## src/rtl/frontend_pkg.sv

```systemverilog
// frontend_pkg: shared definitions for the detector frontend.
//   WORD_W   - width of words on the merged output stream
//   PERIOD_W - width of the timer period count
//   TAG_HDR  - top nibble marking a time-tag word (events never use it)
//   state_e  - timer-realignment sequencer states
//   make_tag - builds a time-tag word from a period count
package frontend_pkg;

  localparam int WORD_W   = 64;
  localparam int PERIOD_W = 48;

  localparam logic [3:0] TAG_HDR = 4'hF;

  typedef enum logic [1:0] {
    RUN  = 2'd0,
    SYNC = 2'd1,
    BLNK = 2'd2
  } state_e;

  function automatic logic [WORD_W-1:0] make_tag(input logic [PERIOD_W-1:0] p);
    return {TAG_HDR, 12'h000, p};
  endfunction

endpackage

```

## src/rtl/tt_outreg.sv

```systemverilog
// tt_outreg: single-stage output register merging two sources with
// valid/ready backpressure. The tag source has strict priority over events.
//   clk, rst             - clock, synchronous active-high reset
//   tag_valid, tag_data  - pending tag word (held by the parent)
//   tag_take             - pulses when the tag is loaded into the output
//   ev_valid, ev_data    - event stream input
//   ev_ready             - event accepted when ev_valid && ev_ready
//   out_valid, out_data  - merged output word
//   out_ready            - downstream ready
module tt_outreg
  import frontend_pkg::*;
(
  input  logic              clk,
  input  logic              rst,
  input  logic              tag_valid,
  input  logic [WORD_W-1:0] tag_data,
  output logic              tag_take,
  input  logic              ev_valid,
  input  logic [WORD_W-1:0] ev_data,
  output logic              ev_ready,
  output logic [WORD_W-1:0] out_data,
  output logic              out_valid,
  input  logic              out_ready
);

  logic              out_valid_q, out_valid_d;
  logic [WORD_W-1:0] out_data_q, out_data_d;
  logic              load;

  // The register may take a new word whenever it is empty or draining.
  assign load     = !out_valid_q || out_ready;
  assign tag_take = load && tag_valid;
  // A pending tag blocks events for the cycle in which it is loaded.
  assign ev_ready = load && !tag_valid;

  always_comb begin
    out_valid_d = out_valid_q;
    out_data_d  = out_data_q;
    if (load) begin
      if (tag_valid) begin
        out_valid_d = 1'b1;
        out_data_d  = tag_data;
      end else if (ev_valid) begin
        out_valid_d = 1'b1;
        out_data_d  = ev_data;
      end else begin
        out_valid_d = 1'b0;
      end
    end
  end

  always_ff @(posedge clk) begin
    if (rst) begin
      out_valid_q <= 1'b0;
      out_data_q  <= '0;
    end else begin
      out_valid_q <= out_valid_d;
      out_data_q  <= out_data_d;
    end
  end

  assign out_valid = out_valid_q;
  assign out_data  = out_data_q;

endmodule

```

## src/rtl/tt_scheduler.sv

```systemverilog
// tt_scheduler: controller for the frontend timer.
// Sequences timer realignment (drives timer reset on sync_req, then blanks
// period_done for BLANK cycles), turns every TT_DIV-th accepted period_done
// into a 64-bit time-tag, and merges tags ahead of detector events on one
// valid/ready output stream.
//   clk, rst              - clock, synchronous active-high reset
//   en                    - tag generation enable (events always pass)
//   sync_req              - one-cycle realignment request
//   timer_rst             - reset to the timer
//   syncing               - high while the sequencer is not in RUN
//   period_done, period   - timer rollover pulse and its period count
//   ev_data/valid/ready   - event input stream
//   out_data/valid/ready  - merged output stream
//   tt_overflow           - sticky: a tag was dropped (cleared by rst only)
module tt_scheduler
  import frontend_pkg::*;
#(
  parameter int TT_DIV = 1,
  parameter int BLANK  = 4
) (
  input  logic                clk,
  input  logic                rst,
  input  logic                en,
  input  logic                sync_req,
  output logic                timer_rst,
  output logic                syncing,
  input  logic                period_done,
  input  logic [PERIOD_W-1:0] period,
  input  logic [WORD_W-1:0]   ev_data,
  input  logic                ev_valid,
  output logic                ev_ready,
  output logic [WORD_W-1:0]   out_data,
  output logic                out_valid,
  input  logic                out_ready,
  output logic                tt_overflow
);

  localparam logic [7:0] DIV_LAST   = 8'(TT_DIV - 1);
  localparam logic [3:0] BLANK_LAST = 4'(BLANK - 1);

  state_e            state_q, state_d;
  logic [3:0]        blank_cnt_q, blank_cnt_d;
  logic [7:0]        div_cnt_q, div_cnt_d;
  logic [WORD_W-1:0] tag_data_q, tag_data_d;
  logic              tag_pend_q, tag_pend_d;
  logic              tt_overflow_q, tt_overflow_d;
  logic              syncing_q, syncing_d;
  logic              sync_pulse_q, sync_pulse_d;

  logic accepted;
  logic tag_due;
  logic tag_take;

  assign accepted = period_done && en && (state_q == RUN);
  assign tag_due  = accepted && (div_cnt_q == DIV_LAST);

  always_comb begin
    state_d       = state_q;
    blank_cnt_d   = blank_cnt_q;
    div_cnt_d     = div_cnt_q;
    tag_data_d    = tag_data_q;
    tag_pend_d    = tag_pend_q;
    tt_overflow_d = tt_overflow_q;

    // Realignment sequencer; sync_req is only honoured in RUN.
    case (state_q)
      RUN: begin
        if (sync_req) state_d = SYNC;
      end
      SYNC: begin
        state_d     = BLNK;
        blank_cnt_d = 4'd0;
      end
      BLNK: begin
        if (blank_cnt_q == BLANK_LAST) state_d = RUN;
        else                           blank_cnt_d = blank_cnt_q + 4'd1;
      end
      default: state_d = RUN;
    endcase

    // A pulse accepted in the same cycle as sync_req still counts; the
    // divider is cleared one cycle later while in SYNC.
    if (state_q == SYNC) begin
      div_cnt_d = 8'd0;
    end else if (accepted) begin
      div_cnt_d = tag_due ? 8'd0 : div_cnt_q + 8'd1;
    end

    if (tag_take) tag_pend_d = 1'b0;

    // The slot is free if empty or being drained this very cycle;
    // otherwise the older tag wins and the new one is dropped.
    if (tag_due) begin
      if (!tag_pend_q || tag_take) begin
        tag_data_d = make_tag(period);
        tag_pend_d = 1'b1;
      end else begin
        tt_overflow_d = 1'b1;
      end
    end

    syncing_d    = (state_d != RUN);
    sync_pulse_d = (state_d == SYNC);
  end

  always_ff @(posedge clk) begin
    if (rst) begin
      state_q       <= RUN;
      blank_cnt_q   <= 4'd0;
      div_cnt_q     <= 8'd0;
      tag_data_q    <= '0;
      tag_pend_q    <= 1'b0;
      tt_overflow_q <= 1'b0;
      syncing_q     <= 1'b0;
      sync_pulse_q  <= 1'b0;
    end else begin
      state_q       <= state_d;
      blank_cnt_q   <= blank_cnt_d;
      div_cnt_q     <= div_cnt_d;
      tag_data_q    <= tag_data_d;
      tag_pend_q    <= tag_pend_d;
      tt_overflow_q <= tt_overflow_d;
      syncing_q     <= syncing_d;
      sync_pulse_q  <= sync_pulse_d;
    end
  end

  // rst passes straight through so the timer is held in reset with us.
  assign timer_rst   = rst | sync_pulse_q;
  assign syncing     = syncing_q;
  assign tt_overflow = tt_overflow_q;

  tt_outreg u_outreg (
    .clk       (clk),
    .rst       (rst),
    .tag_valid (tag_pend_q),
    .tag_data  (tag_data_q),
    .tag_take  (tag_take),
    .ev_valid  (ev_valid),
    .ev_data   (ev_data),
    .ev_ready  (ev_ready),
    .out_data  (out_data),
    .out_valid (out_valid),
    .out_ready (out_ready)
  );

endmodule
```

## config.mk

```make
export PLATFORM = sky130hd
export DESIGN_NAME = tt_scheduler
export DESIGN_NICKNAME = d
export VERILOG_FILES = /design/src/rtl/frontend_pkg.sv /design/src/rtl/tt_outreg.sv /design/src/rtl/tt_scheduler.sv
export SDC_FILE = /design/constraint.sdc
export NUM_CORES = 1
export LEC_CHECK = 0
export BUFFER_PORTS_ARGS = -buffer_cell sky130_fd_sc_hd__buf_2
export CORE_UTILIZATION = 39
export CTS_CLUSTER_DIAMETER = 80
export DETAILED_ROUTE_END_ITERATION = 8
export PLACE_DENSITY = 0.65
export SYNTH_ARGS = -nofsm -noshare
export SYNTH_HDL_FRONTEND = slang
export SYNTH_HIERARCHICAL = 1
export SYNTH_SLANG_ARGS = --single-unit
export TNS_END_PERCENT = 1
```

## constraint.sdc

```tcl
create_clock -name clk -period 2.02 [get_ports clk]
set_input_delay 0.202 -clock clk [delete_from_list [all_inputs] [get_ports clk]]
set_output_delay 0.202 -clock clk [all_outputs]
set_load 0.03 [all_outputs]
```

# After elaboration in Yosys (flattened, before gate mapping)

Cells that the tools add are included.

Add/subtract/negate cells: 2
Equality and inequality tests: 5
Multiplexer cells: 13
Bitwise gates (word level): 2
Reductions and logical operators: 19

Operator list:

| cell                                                | number |
|---|---|
| two-way mux 64 bit                                  | 2 |
| adder 8 x 1 -> 8 bit, second input constant         | 1 |
| logical NOT 8 bit                                   | 1 |
| two-way mux 8 bit                                   | 1 |
| case mux 4 bit (2 select lines)                     | 1 |
| AND reduction 2 bit                                 | 4 |
| case mux 2 bit (3 select lines)                     | 1 |
| nonzero test 2 bit                                  | 3 |
| logical AND 1 bit                                   | 5 |
| two-way mux 1 bit                                   | 5 |
| adder 4 x 1 -> 4 bit, second input constant         | 1 |
| equality test 2 x 1 -> 1 bit, second input constant | 2 |
| equality test 4 x 2 -> 1 bit, second input constant | 1 |
| two-way mux 2 bit                                   | 2 |
| two-way mux 4 bit                                   | 1 |
| equality test 2 bit, second input constant          | 1 |
| logical NOT 1 bit                                   | 2 |
| logical NOT 2 bit                                   | 1 |
| logical OR 1 bit                                    | 2 |
| inequality test 2 bit, second input constant        | 1 |
| OR reduction 2 bit                                  | 1 |
| inverter 1 bit                                      | 1 |
| bitwise OR 1 bit                                    | 1 |

Flip-flop bits (word level): 132
Word-level logic and storage cells: 51

# Longest topological paths before layout

Word-level depth: 6
Gate-level depth with buffers: 9
Depth with buffers taken out: 5

# Cells and area by module

Netlist, hierarchy kept.

Modules (own cells, without submodules):

| module       | instances | cells an instance | area each (µm²) | seq. area each (µm²) |
|---|---|---|---|---|
| tt_outreg    | 1         | 301               | 3294.4          | 1301.2 |
| tt_scheduler | 1         | 313               | 2834.0          | 1341.3 |

# Worst setup path after synthesis

OpenSTA, ideal clock, no wires.

Kind: reg2reg
Start: reg u_outreg.out_valid_q, in the netlist u_outreg/out_valid
End: reg tag_data_q[10]
Arrival: 2.048 ns
Data required time: 1.948 ns
Path slack: -0.099 ns
Cell stages (with the launch flop): 10
Buffers on the path: 4
Clock period less this slack: 2.119 ns
Cell sequence: dfxtp_1 -> nand2b_1 -> buf_2 -> buf_1 -> and2_1 -> nand2b_1 -> nor4b_4 -> buf_6 -> buf_6 -> mux2i_1

Longest elaborated chain between the ends: 5

RTL lines:

| item                          | RTL line            | text |
|---|---|---|
| start: declaration            | tt_outreg.sv:26     | `logic out_valid_q, out_valid_d;` |
| start signal: assignment      | tt_outreg.sv:57     | `out_valid_q <= out_valid_d;` |
| logical NOT 1 bit             | tt_outreg.sv:31     | `assign load = !out_valid_q \|\| out_ready;` |
| logical OR 1 bit              | tt_outreg.sv:31     |  |
| logical AND 1 bit             | tt_outreg.sv:32     | `assign tag_take = load && tag_valid;` |
| via tag_take                  | tt_scheduler.sv:52  | `logic tag_take;` |
| logical OR 1 bit              | tt_scheduler.sv:94  | `if (!tag_pend_q \|\| tag_take) begin` |
| AND reduction 2 bit (no line) | -                   |  |
| end signal: assignment        | tt_scheduler.sv:120 | `tag_data_q <= tag_data_d;` |
| end: declaration              | tt_scheduler.sv:44  | `logic [WORD_W-1:0] tag_data_q, tag_data_d;` |

The timed path passes the listed nets, and every way through them passes these cells.
A chain may end at the register's enable or synchronous reset.

# Worst setup path after layout

Start: reg div_cnt_q[1]
End: reg tag_data_q[25]

Longest elaborated chain between the ends: 3

RTL lines:

| item                          | RTL line            | text |
|---|---|---|
| start: declaration            | tt_scheduler.sv:43  | `logic [7:0] div_cnt_q, div_cnt_d;` |
| start signal: assignment      | tt_scheduler.sv:119 | `div_cnt_q <= div_cnt_d;` |
| logical NOT 8 bit             | tt_scheduler.sv:55  | `assign tag_due = accepted && (div_cnt_q == DIV_LAST);` |
| logical AND 1 bit             | tt_scheduler.sv:55  |  |
| AND reduction 2 bit (no line) | -                   |  |

Every way passes these cells.

==> summary.txt <==
Clock tree
  • Post-CTS Hold Fix Bufs: 0
  • Clock sink count: 132
  • Root buf cell: clkbuf_16
  • H-Tree Depth: 4
  • Clock tree buffer depth: 2
  • Clk Latency, worst-skew pair: 0.42 ns
  • Worst-path clk slew: 0.06 ns
  • CTS tree: built
  • Num CTS Buffers: 17

Critical path
  • Crit start category: flip-flop
  • Critical Path AT: 2.36 ns
  • Crit-path max FO: 5
  • CP endpoint: tag_data_q[25]
  • Crit Path Class: reg -> reg
  • Required time of the critical path: 2.36 ns
  • CP Capture Type: flip-flop
  • Worst Reg-to-Reg Cells: 7
  • Crit path from: div_cnt_q[1]
  • Reg2reg setup slack: 0.003 ns
  • Worst r2r dst: tag_data_q[25]
  • Reg-to-Reg Start: div_cnt_q[1]

Synth
  • Synth Area in Compound Gates: 0.2138
  • Synth area leader: dfxtp_1
  • Yosys top cell area share: 0.4312
  • Post-Synth Simple-Gate Area: 0.1078
  • YS warnings: 6
  • Post-synthesis adder-cell area fraction: 0.006125
  • Distinct cells, synth: 42
  • Portion of netlist area occupied by mux cells: 0.1848
  • Post-Synthesis Cell Area: 6128 um^2
  • Top cells by area, synth: dfxtp_1 43%, mux2i_1 18%, a211oi_2 12%
  • Top_reg_cell synth: dfxtp_1
  • XOR/XNOR Fraction of Synth Area: 0
  • Asr flop ratio synth: 0
  • Syn_area_per_cell: 9.981 um^2
  • Register area share after synthesis: 0.4312
  • Post-synth EDFFs: 0
  • FF+latch count, synth: 132
  • Mapped Cells: 614
  • Combinational family with the most area after synthesis: compound AO/OA/AOI/OAI gates

STA
  • Min Hold Slack: 0.02763 ns
  • RSZ-0062 raised after global routing: yes
  • Final Max Slew Viols: 0
  • Final Skew: 0.01461 ns
  • Tcrit/Tclk final: 0.9986
  • Fmax: 495.7 MHz
  • # setup viols final: 0
  • Slew @ Worst Pin: 0.7585 ns
  • Fin. Hold Viols: 0
  • Final min period: 2.017 ns
  • Max_slew headroom: 0.4944

Die
  • Core Region: 15260 um^2
  • Die X: 127.4 um
  • Chip Height: 127.4 um
  • Initial core utilization: 0.4016
  • IO Pins: 188
  • Die area: 16220 um^2
  • Row count: 45

Global routing
  • GRT overflow: 0
  • Largest net degree at the start of global routing: 65
  • Vias in the first global route: 4957
  • Total GRT Usage: 0.1997
  • Initial antenna violation count: 2
  • Global-route wire length before repair: 25.25 mm

Cells and area
  • Fill cell count: 1428
  • Fin nets: 923
  • Area of the multi-input gates: 3207 um^2
  • Commonest non-fill, non-tap cell in the layout: buf_2
  • Syn-to-layout area delta: 30.67%
  • Commonest non-fill, non-tap cells in the layout: 186 x buf_2, 129 x dfxtp_1, 112 x mux2i_1
  • Post-route insts no fill: 1022
  • Share of post-route cells with drive strength above 1: 0.3926
  • Register Area: 2649 um^2

Placed design
  • IO buf count: 187
  • Hpwl dp: 10.23 mm
  • # placed instances: 985
  • Placer Congestion: 0.7832

Worst hold path
  • Hold depth: 3
  • Type of the tightest min-delay check: in -> reg

Drt
  • Routed WL: 16.33 mm
  • DRT antenna net count: 0
  • Via density: 4.967
  • DR vias: 5076
  • DRT iter0 DRCs: 157
  • Drt wl/cell: 15.98 um
  • Drt drc: 0
  • Drt pass-1 iters: 4

Power and ir drop
  • Cell internal pwr: 5.218 mW
  • Comb pwr share: 0.197
  • Maximum vdd drop: 0.5597 mV
  • Sw Ratio: 0.2827
  • Clock power frac: 0.403
  • Leak pwr: 3.261 nW
  • Switching power total: 2.056 mW
  • P per Cell Area: 908.5 nW/um^2
  • Sequential share of power: 0.400

Run
  • Maxcap violations: 0

Outcome
  • Status: completed
layout make-up:
class | count | area share
Tap cell | 211 | 0.03297
Multi-Input combinational cell | 429 | 0.4005
Clock buffer | 24 | 0.06391
Clock inverter | 4 | 0.005938
Timing Repair Buffer | 216 | 0.1631
Inverter | 5 | 0.002500
Antenna cell | 1 | 0.0003125
Sequential cell | 132 | 0.3308
through the flow:
step             util  TNS (ns)  setup slack [ns]  area, um^2  power, mW
2_1_floorplan       -         0          0.004053        6171      3.939
3_5_place_dp   0.4779    -1.341          -0.06565        7292      4.350
5_1_grt        0.5248    -1.431          -0.05681        8008      7.587
3_3_place_gp   0.4779         0           0.01247        7292      4.337
6_report       0.5248         0          0.002768        8008      7.275
4_1_cts        0.5174         0        0.00007594        7895      7.327
worst min path at each step:
stage	slack (ns)	start	endpoint
after global routing	0.02	period[15]	tag_data_q[15]
after floorplan	0.29	rst	state_q[0]
final	0.03	period[44]	tag_data_q[44]
after global placement	0.44	tag_data_q[42]	tag_data_q[42]
after CTS	0.02	period[32]	tag_data_q[32]
after detailed placement	0.45	tag_data_q[15]	tag_data_q[15]
registers in the layout, indices dropped and copies added (netlist names):
signal,count
syncing,1
tt_overflow,1
u_outreg/out_valid,1
blank_cnt_q,4
u_outreg/out_data,64
tag_pend_q,1
sync_pulse_q,1
tag_data_q,49
state_q,2
div_cnt_q,8
cells in the mapped netlist (2+ instances only):
cell,number
o31ai_1,5
inv_1,5
o21ai_0,4
clkbuf_1,30
and2_1,2
nand4_1,2
a21o_1,2
nor4b_1,2
buf_4,4
or3_1,5
or4_1,3
buf_6,9
o211ai_1,4
dfxtp_1,132
nand2b_1,5
buf_2,14
nand3_1,5
a211oi_2,60
nor2_1,3
nor2b_1,3
o2111ai_1,2
ha_1,3
a21oi_1,74
o21a_1,2
nand2_1,101
mux2i_1,112
a211oi_1,6
power groups by stage:
| stage | Clock [mW] | Sequential, mW | Combinational [mW] |
|---|---|---|---|
| CTS | 3.01 | 2.91 | 1.41 |
| detailed placement | 0 | 2.96 | 1.39 |
| global placement | 0 | 2.96 | 1.38 |
| floorplan | 0 | 3.21 | 0.727 |
| finish | 2.93 | 2.91 | 1.43 |
| global route | 3.12 | 2.93 | 1.54 |
worst max-delay path: stages (launching register included):
cell and delay [ns]:
dfxtp_2 0.32, inv_2 0.06, ha_4 0.12, or4b_4 0.47, nor4b_4 0.40, buf_6 0.20
clkbuf_16 0.17, mux2i_1 0.19
metal layers:
layer,share of wire,vias to the layer above,track usage
met1,0.46,2336,0.2488
met2,0.46,136,0.3250
li1,-,2578,-
met5,0.00080,-,0
met4,0.019,2,0.06513
met3,0.056,24,0.06575
kinds of logic after synthesis:
family          after synthesis
compound gates              160
simple gates                141
flops                       132
mux                         113
buf+inv                      64
fa+ha+maj                     3
other cells                   1
timing repair:
action,4_1_cts,5_1_grt
buffers inserted,1,1
setup endpoints to repair,38,38
gates resized for setup,1,10
pin swaps,1,2
cloned,1,5
Power figures use the tool's default switching activity.
